### src/rtl/move_gather_arbiter_pkg.sv
// Shared constants, state encoding and move-classification helpers for the
// board-level move gatherer. Optional build macro: MGA_CAPTURE_FIRST_EN
// (see move_gather_arbiter.sv).
package move_gather_arbiter_pkg;

  localparam int NCOL  = 8;
  localparam int SLOTS = 8;
  localparam int MW    = 19;
  localparam int CNTW  = 8;
  localparam int WORDW = SLOTS * MW;   // one column FIFO word, 152 bits

  // Move layout: [18:12] flag, [11:6] from, [5:0] to.
  localparam int FLAG_LSB    = 12;
  localparam int FLG_INVALID = 6;     // flag bit index, i.e. move bit 18
  localparam int FLG_CAPTURE = 0;     // flag bit index, i.e. move bit 12

  typedef enum logic [2:0] {
    ST_IDLE = 3'd0,
    ST_ARB  = 3'd1,
    ST_LAT  = 3'd2,
    ST_UNPK = 3'd3,
    ST_DONE = 3'd4
  } state_t;

  // Invalid slots are either skips or the column's end-of-list marker.
  function automatic logic is_invalid(input logic [MW-1:0] m);
    return m[FLAG_LSB + FLG_INVALID];
  endfunction

  // End-of-list marker: invalid flag with from == to.
  function automatic logic is_end_marker(input logic [MW-1:0] m);
    return m[FLAG_LSB + FLG_INVALID] && (m[11:6] == m[5:0]);
  endfunction

endpackage

### src/rtl/move_gather_arbiter_rr_arb8.sv
// 8-request round-robin arbiter: grants the first request at or after ptr,
// wrapping around. Purely combinational; the caller owns the pointer.
module rr_arb8 (
  input  logic [7:0] req,
  input  logic [2:0] ptr,
  output logic [7:0] gnt,
  output logic [2:0] idx,
  output logic       any
);

  // Scan from ptr upward (mod 8) and take the first asserted request.
  always_comb begin
    gnt = '0;
    idx = '0;
    any = 1'b0;
    for (int k = 0; k < 8; k++) begin
      if (!any && req[ptr + 3'(k)]) begin
        any               = 1'b1;
        gnt[ptr + 3'(k)]  = 1'b1;
        idx               = ptr + 3'(k);
      end
    end
  end

endmodule

### src/rtl/move_gather_arbiter.sv
// Board-level move collector: round-robins over the column move FIFOs, pops
// one packed word per grant, unpacks it slot by slot and streams legal moves
// downstream. Build macro MGA_CAPTURE_FIRST_EN: columns whose head word has
// the capture flag set in slot 0 are served ahead of round-robin order.
//
// Output handshake: mv_valid/mv_data/mv_col are held stable while
// mv_valid=1 and mv_ready=0; a move transfers on a cycle where both are 1,
// and mv_valid never drops without a transfer except on reset.
module move_gather_arbiter
  import move_gather_arbiter_pkg::*;
(
  input  logic                    clk,
  input  logic                    reset,
  input  logic                    start,
  input  logic [NCOL-1:0]         col_valid,
  output logic [NCOL-1:0]         col_rden,
  input  logic [NCOL*WORDW-1:0]   col_data,
  output logic                    mv_valid,
  input  logic                    mv_ready,
  output logic [MW-1:0]           mv_data,
  output logic [2:0]              mv_col,
  output logic [CNTW-1:0]         mv_count,
  output logic                    done
);

  state_t            state, state_nx;
  logic [NCOL-1:0]   fin;
  logic [2:0]        rr_ptr;
  logic [2:0]        gcol;
  logic [WORDW-1:0]  word;
  logic [2:0]        slot;
  logic [CNTW-1:0]   count;

  logic [MW-1:0]     cur;
  logic [NCOL-1:0]   eligible, arb_req, gnt;
  logic [2:0]        gidx;
  logic              gany;

  logic clear_pass, grant_load, word_load, slot_adv, word_end, mark_fin, accept;

  assign cur      = word[MW*slot +: MW];
  assign eligible = col_valid & ~fin;

`ifdef MGA_CAPTURE_FIRST_EN
  logic [NCOL-1:0] cap_req;

  // Peek slot 0 of each eligible column's presented word for the capture flag.
  always_comb begin
    cap_req = '0;
    for (int i = 0; i < NCOL; i++) begin
      cap_req[i] = eligible[i] & col_data[WORDW*i + FLAG_LSB + FLG_CAPTURE];
    end
  end

  assign arb_req = (|cap_req) ? cap_req : eligible;
`else
  assign arb_req = eligible;
`endif

  rr_arb8 u_arb (
    .req (arb_req),
    .ptr (rr_ptr),
    .gnt (gnt),
    .idx (gidx),
    .any (gany)
  );

  // Next-state, read strobes, stream valid and register-update controls.
  always_comb begin
    state_nx   = state;
    col_rden   = '0;
    mv_valid   = 1'b0;
    clear_pass = 1'b0;
    grant_load = 1'b0;
    word_load  = 1'b0;
    slot_adv   = 1'b0;
    word_end   = 1'b0;
    mark_fin   = 1'b0;
    accept     = 1'b0;
    case (state)
      ST_IDLE, ST_DONE: begin
        if (start) begin
          clear_pass = 1'b1;
          state_nx   = ST_ARB;
        end
      end
      ST_ARB: begin
        if (&fin) begin
          state_nx = ST_DONE;
        end else if (gany) begin
          col_rden   = gnt;
          grant_load = 1'b1;
          state_nx   = ST_LAT;
        end
      end
      ST_LAT: begin
        word_load = 1'b1;
        state_nx  = ST_UNPK;
      end
      ST_UNPK: begin
        if (is_end_marker(cur)) begin
          mark_fin = 1'b1;
          word_end = 1'b1;
          state_nx = ST_ARB;
        end else if (is_invalid(cur)) begin
          if (slot == 3'd7) begin
            word_end = 1'b1;
            state_nx = ST_ARB;
          end else begin
            slot_adv = 1'b1;
          end
        end else begin
          mv_valid = 1'b1;
          if (mv_ready) begin
            accept = 1'b1;
            if (slot == 3'd7) begin
              word_end = 1'b1;
              state_nx = ST_ARB;
            end else begin
              slot_adv = 1'b1;
            end
          end
        end
      end
      default: state_nx = ST_IDLE;
    endcase
  end

  // State, pass bookkeeping and the latched column word.
  always_ff @(posedge clk) begin
    if (reset) begin
      state  <= ST_IDLE;
      fin    <= '0;
      rr_ptr <= '0;
      gcol   <= '0;
      word   <= '0;
      slot   <= '0;
      count  <= '0;
    end else begin
      state <= state_nx;
      if (clear_pass) begin
        fin   <= '0;
        count <= '0;
      end
      if (grant_load) gcol <= gidx;
      if (word_load) begin
        word <= col_data[WORDW*gcol +: WORDW];
        slot <= '0;
      end
      if (slot_adv) slot <= slot + 3'd1;
      if (mark_fin) fin[gcol] <= 1'b1;
      if (word_end) rr_ptr <= gcol + 3'd1;
      if (accept && (count != '1)) count <= count + 1'b1;
    end
  end

  assign mv_data  = cur;
  assign mv_col   = gcol;
  assign mv_count = count;
  assign done     = (state == ST_DONE);

endmodule

### config.mk
export PLATFORM = sky130hd
export DESIGN_NAME = move_gather_arbiter
export DESIGN_NICKNAME = d
export VERILOG_FILES = /design/src/rtl/move_gather_arbiter_pkg.sv /design/src/rtl/move_gather_arbiter_rr_arb8.sv /design/src/rtl/move_gather_arbiter.sv
export SDC_FILE = /design/constraint.sdc
export NUM_CORES = 1
export LEC_CHECK = 0
export BUFFER_PORTS_ARGS = -buffer_cell sky130_fd_sc_hd__buf_2
export CORE_AREA = 3 3 490 492
export CTS_CLUSTER_DIAMETER = 80
export DETAILED_ROUTE_END_ITERATION = 7
export DIE_AREA = 0 0 493 495
export SYNTH_ARGS = -nofsm -noshare
export SYNTH_HDL_FRONTEND = slang
export SYNTH_HIERARCHICAL = 1
export SYNTH_SLANG_ARGS = --single-unit
### constraint.sdc
create_clock -name clk -period 5.85 [get_ports clk]
set_input_delay 1.17 -clock clk [delete_from_list [all_inputs] [get_ports clk]]
set_output_delay 1.17 -clock clk [all_outputs]
set_load 0.005 [all_outputs]
# [Yosys cells after proc, flatten, opt, wreduce, memory -nomap -nowiden]
# Index checks and enable logic that the tools add are counted.
[classes] addsub=10 n_mul=2 div=0 magnitude_cmp=18 eq_ne=10 shifts=2 muxes=101 bitwise=10 n_reduce_logical=31
[op_table] op="1216-bit by 12-bit variable part select with 152-bit output" count=1
[op_table] op="152-bit by 9-bit variable part select with 19-bit output" count=1
[op_table] op="8-bit 2-to-1 mux" count=16
[op_table] op="8-bit OR" count=8
[op_table] op="3-bit 2-to-1 mux" count=17
[op_table] op="1-bit 2-to-1 mux" count=50
[op_table] op="3-bit by 4-bit less-than comparator with 1-bit output (second input constant)" count=9
[op_table] op="1-bit demux with 3-bit select" count=9
[op_table] op="3-bit by 1-bit >= comparator with 1-bit output (second input constant)" count=9
[op_table] op="1-bit binary-select mux with 3-bit select" count=8
[op_table] op="1-bit logical AND" count=18
[op_table] op="5-bit by 3-bit multiplier with 8-bit output (first input constant)" count=2
[op_table] op="3-bit adder (second input constant)" count=4
[op_table] op="3-bit case mux with 4 select lines" count=1
[op_table] op="3-bit by 1-bit adder with 3-bit output (second input constant)" count=3
[op_table] op="8-bit by 1-bit adder with 8-bit output (second input constant)" count=1
[op_table] op="8-bit bitwise AND" count=1
[op_table] op="8-bit inequality test (second input constant)" count=1
[op_table] op="8-bit NOT" count=1
[op_table] op="8-bit AND reduction" count=1
[op_table] op="1-bit logical NOT" count=7
[op_table] op="3-bit by 2-bit adder with 3-bit output (second input constant)" count=2
[op_table] op="3-bit by 2-bit == test with 1-bit output (second input constant)" count=2
[op_table] op="3-bit == test (second input constant)" count=2
[op_table] op="other kinds (9)" count=10
[totals] regBits=180 latch_bits=0 ramBits=0 rom_bits=0 in_bits=1228 memories=0

# [Depth between registers and ports, before layout]
[depth] depth_word=29 depth_mapped=14 depth_no_buf=10

# [Cells and area by module]
# The synthesis kept the hierarchy.
[by_module_without_submodules] module="move_gather_arbiter" instances=1 cells_per_inst=1929 area_per_inst_um2=16818.6 seq_area_each_um2=3603.5
[by_module_without_submodules] module="rr_arb8" instances=1 cells_per_inst=151 area_per_inst_um2=1441.4 seq_area_each_um2=0.0

# [Least setup slack after synthesis]
# No wires, ideal clock.
[synth_timing] path_type="reg-to-output" startpoint="register rr_ptr[0]" endpoint="output port col_rden[3]" arrival_time_ps=3424 t_required_ps=4680 slack_ps=1256 path_stages_with_launch=12 cell_sequence="dfxtp_1 > buf_4 > buf_2 > clkinv_1 > ha_1 > buf_2 > inv_1 > mux4_2 > or4b_1 > a31o_1 > mux2i_1 > and3_1"
[synth_via] elab_chain_len=27 elab_cells_between_ends=103 cone_classes="add/sub: 7; order compare: 16; mux: 51; bitwise: 7; reduce/logical: 22"
[synth_rtl] item="start, declared" line="move_gather_arbiter.sv:28" rtl="logic [2:0] rr_ptr;"
[synth_rtl] item="start signal, assigned" line="move_gather_arbiter.sv:152" rtl="if (word_end) rr_ptr <= gcol + 3'd1;"
[synth_rtl] item="parallel branches: the longest is 23 deep, another holds 3-bit by 4-bit less-than comparator with 1-bit output"
[synth_rtl] item="8-bit 2-to-1 mux (*)" line="move_gather_arbiter_rr_arb8.sv:17" rtl="if (!any && req[ptr + 3'(k)]) begin"
[synth_rtl] item="via gnt[3]" line="move_gather_arbiter.sv:35" rtl="logic [NCOL-1:0] eligible, arb_req, gnt;"
[synth_rtl] item="8-bit 2-to-1 mux (*)" line="move_gather_arbiter.sv:90" rtl="end else if (gany) begin"
[synth_rtl] item="8-bit 2-to-1 mux (*)" line="move_gather_arbiter.sv:88" rtl="if (&fin) begin"
[synth_rtl] item="8-bit 2-to-1 mux (*)" line="move_gather_arbiter.sv:80" rtl="case (state)"
[synth_rtl] item="end, declared" line="move_gather_arbiter.sv:16" rtl="output logic [NCOL-1:0] col_rden,"
# Mark *: on every way through the listed nets, which the timed path passes. The select of a mux whose other input is x is not followed.

# [Worst setup path after layout]
[layout_timing] startpoint="register rr_ptr[0]" endpoint="output port col_rden[1]"
# The elaborated chain is that of the path after synthesis.

==> flow_summary.ini <==
[synth]
yosysTopAreaCellShare = 0.197
async_reset_ff_frac = 0
synth_simple_gate_area_frac = 0.130
synth_ff_type = dfxtp_1
synth_most_common_cell = nor2_1
synth.area.top_cells = dfxtp_1 20%, mux4_2 16%, mux2i_1 8.4%
synth_enable_flop_cells = 0
syn_avg_cell_area_um2 = 8.78
synth_nets = 3318
synthesis.area_um2 = 18300
synth_top_family_by_area = multiplexers
synth_compound_area_frac = 0.253
synth_top_cell_by_area = dfxtp_1
ys_warn_count = 6
synthMuxAreaShare = 0.352
ys_ff_latch = 180
synthCells = 2080
synth_cell_types = 68
synthXorXnorAreaFrac = 0.00521
yosysSeqAreaShare = 0.197
yosys.area_share.adder = 0.00685
synth.top_cells.by_count = 273 x nor2_1, 180 x dfxtp_1, 154 x mux2i_1

[route]
drt_iter0_markers = 2713
first_pass_iters = 6
drtAntennaViolNets = 0
routed_wl_mm = 275
num_vias = 26200
drc_errors = 0
via_per_inst = 4.01
wl_per_cell_um = 42.1

[floorplan]
core_area_um2 = 236000
die_area_um2 = 244000
rows = 178
boundaryPins = 1268
die_w_um = 493
initial_utilization = 0.0775
fp.dieH_um = 495

[setup_path]
required_ns = 4.68
regToRegStartpoint = slot[0]
cp_max_fo = 17
endpoint = col_rden[1]
endpoint_kind = primary output
reg2reg_to = fin[2]
worstSetupPathType = reg2out
r2r_setup_slack_ns = 1.85
start_kind = flop
critPathArrivalTime_ns = 4.39
rr_worst_depth = 6
startpoint = rr_ptr[0]

[sta]
fmax_ghz = 0.180
rsz0062_at_grt = false
finClkSkew_ns = 0.0269
max_slew_margin = 0.0298
finalSetupTns_ns = 0
period_minus_slack_ns = 5.56
setup_viol = 0
fin_crit_sh = 0.951
slew_viol_final = 0
final-hold-violation-count = 0
worstMarginPinSlew_ns = 1.44

[pwr]
power_leakage_nw = 11.0
peakVddDrop_mv = 0.248
p_per_area_nw_per_um2 = 148

[job]
drv_cap = 0

[place]
dpl_cell_area_um2 = 28400
hpwl_mm = 244
io_buffers = 1267
routabilityCongestion = 0.984

[global_routing]
grt.busiest_layer = met2
antenna_found_initial = 544
grtUsageTotal = 0.215
grt_pass1_wl_mm = 325
use_met2 = 0.336
grt_use_met3 = 0.113
grt_max_degree = 149
grt_use_met1 = 0.259
grt_overflow = 0
grt_pass1_vias = 23800

[clock_network]
cts_setup_buffers = 0
clock-sinks = 180
clock-root-buffer = clkbuf_16
hold_buffers = 0
path_clk_slew_ns = 0.10
cts_tree = done
cts_resized = 0
h-tree-depth = 4
clock_path_buffers = 2
cts_buffers = 17
worst_skew_pair.late_latency_ns = 0.53

[status]
status = complete, no violations

[cells_and_area]
fillers = 27500
fin_area_um2 = 29400
area_growth_pct = 61.1
nets = 4454
drive_above_1_share = 0.523

[worst_hold_path]
hold_start = word[14]
holdCritPathClass = reg2reg
cell usage in the layout (no fill, tap or decap), types with 21 or more instances in the layout:
master / Yosys / layout
mux4_2: 133 / 133
mux2_2: 135 / 135
o211ai_1: 21 / 21
buf_4: 2 / 63
a211oi_1: 103 / 103
buf_2: 56 / 1266
mux2i_1: 154 / 154
o21ai_0: 110 / 109
a22oi_1: 80 / 80
a21oi_1: 125 / 125
nor2_1: 273 / 271
nor3_1: 60 / 59
diode_2: 0 / 150
nand2_1: 116 / 115
a221oi_1: 92 / 91
dfxtp_1: 180 / 174
a22o_1: 55 / 55
area by class of cell:
type	instances	area, um^2	area share
Multi-Input combinational cell	1654	13700	0.467
Timing Repair Buffer	1341	7040	0.240
Tap cell	3150	3940	0.134
Sequential cell	180	3620	0.123
Clock buffer	17	425	0.0145
Antenna cell	150	375	0.0128
Clock inverter	15	189	0.00642
Inverter	22	82.6	0.00281
report_power, final:
| part | switching, mW | internal (mW) |
|---|---|---|
| sequential | 0.102 | 1.30 |
| clock | 0.728 | 0.589 |
| combinational | 0.915 | 0.706 |
| total | 1.74 | 2.60 |
critical path, stage by stage (launching register included):
cell      delay (ns)
dfxtp_1         0.65
clkinv_1        0.47
ha_1            0.46
buf_12          0.17
inv_1           0.09
mux4_2          0.61
or4b_1          0.59
a31oi_1         0.32
mux2_2          0.21
and3_1          0.15
buf_2           0.14
kinds of logic (layout without fill, tap and decap cells):
logic type	Yosys count	in the layout
adders and majority gates	10	10
and+or+nand+nor	539	539
buffers and inverters	246	1395
muxes	440	440
other	0	150
AOI/OAI and AO/OA	655	655
xor gates and xnor gates	10	10
DFF	180	180
state kept, by name (all words and copies together) (netlist names):
signal	flops
word	152
fin	8
mv_count	8
mv_col	3
rr_ptr	3
slot	3
state	3
routing by layer:
metal / part of all wire / vias to the layer above
met5: 0.0077 / -
met3: 0.14 / 802
met1: 0.39 / 12400
met4: 0.030 / 316
li1: - / 10600
met2: 0.44 / 2055
how the worst min path moves through the flow:
stage	to	slack [ns]	cells past startpoint
2_1_floorplan	word[39]	0.43	2
3_3_place_gp	word[14]	0.46	2
3_5_place_dp	word[14]	0.45	2
4_1_cts	word[14]	0.48	2
5_1_grt	word[14]	0.51	2
6_report	word[14]	0.48	2
stage by stage:
stage	setup WS, ns	cells	util	hold slack (ns)	power (mW)
floorplan	1.26	2080	-	0.429	2.03
global placement	0.439	6347	0.121	0.462	3.06
finish	0.289	6529	0.125	0.476	4.34
CTS	0.307	6379	0.123	0.476	4.44
detailed placement	0.445	6347	0.121	0.455	3.08
global route	0.164	6446	0.124	0.509	4.55
(Power assumes the default switching activity.)
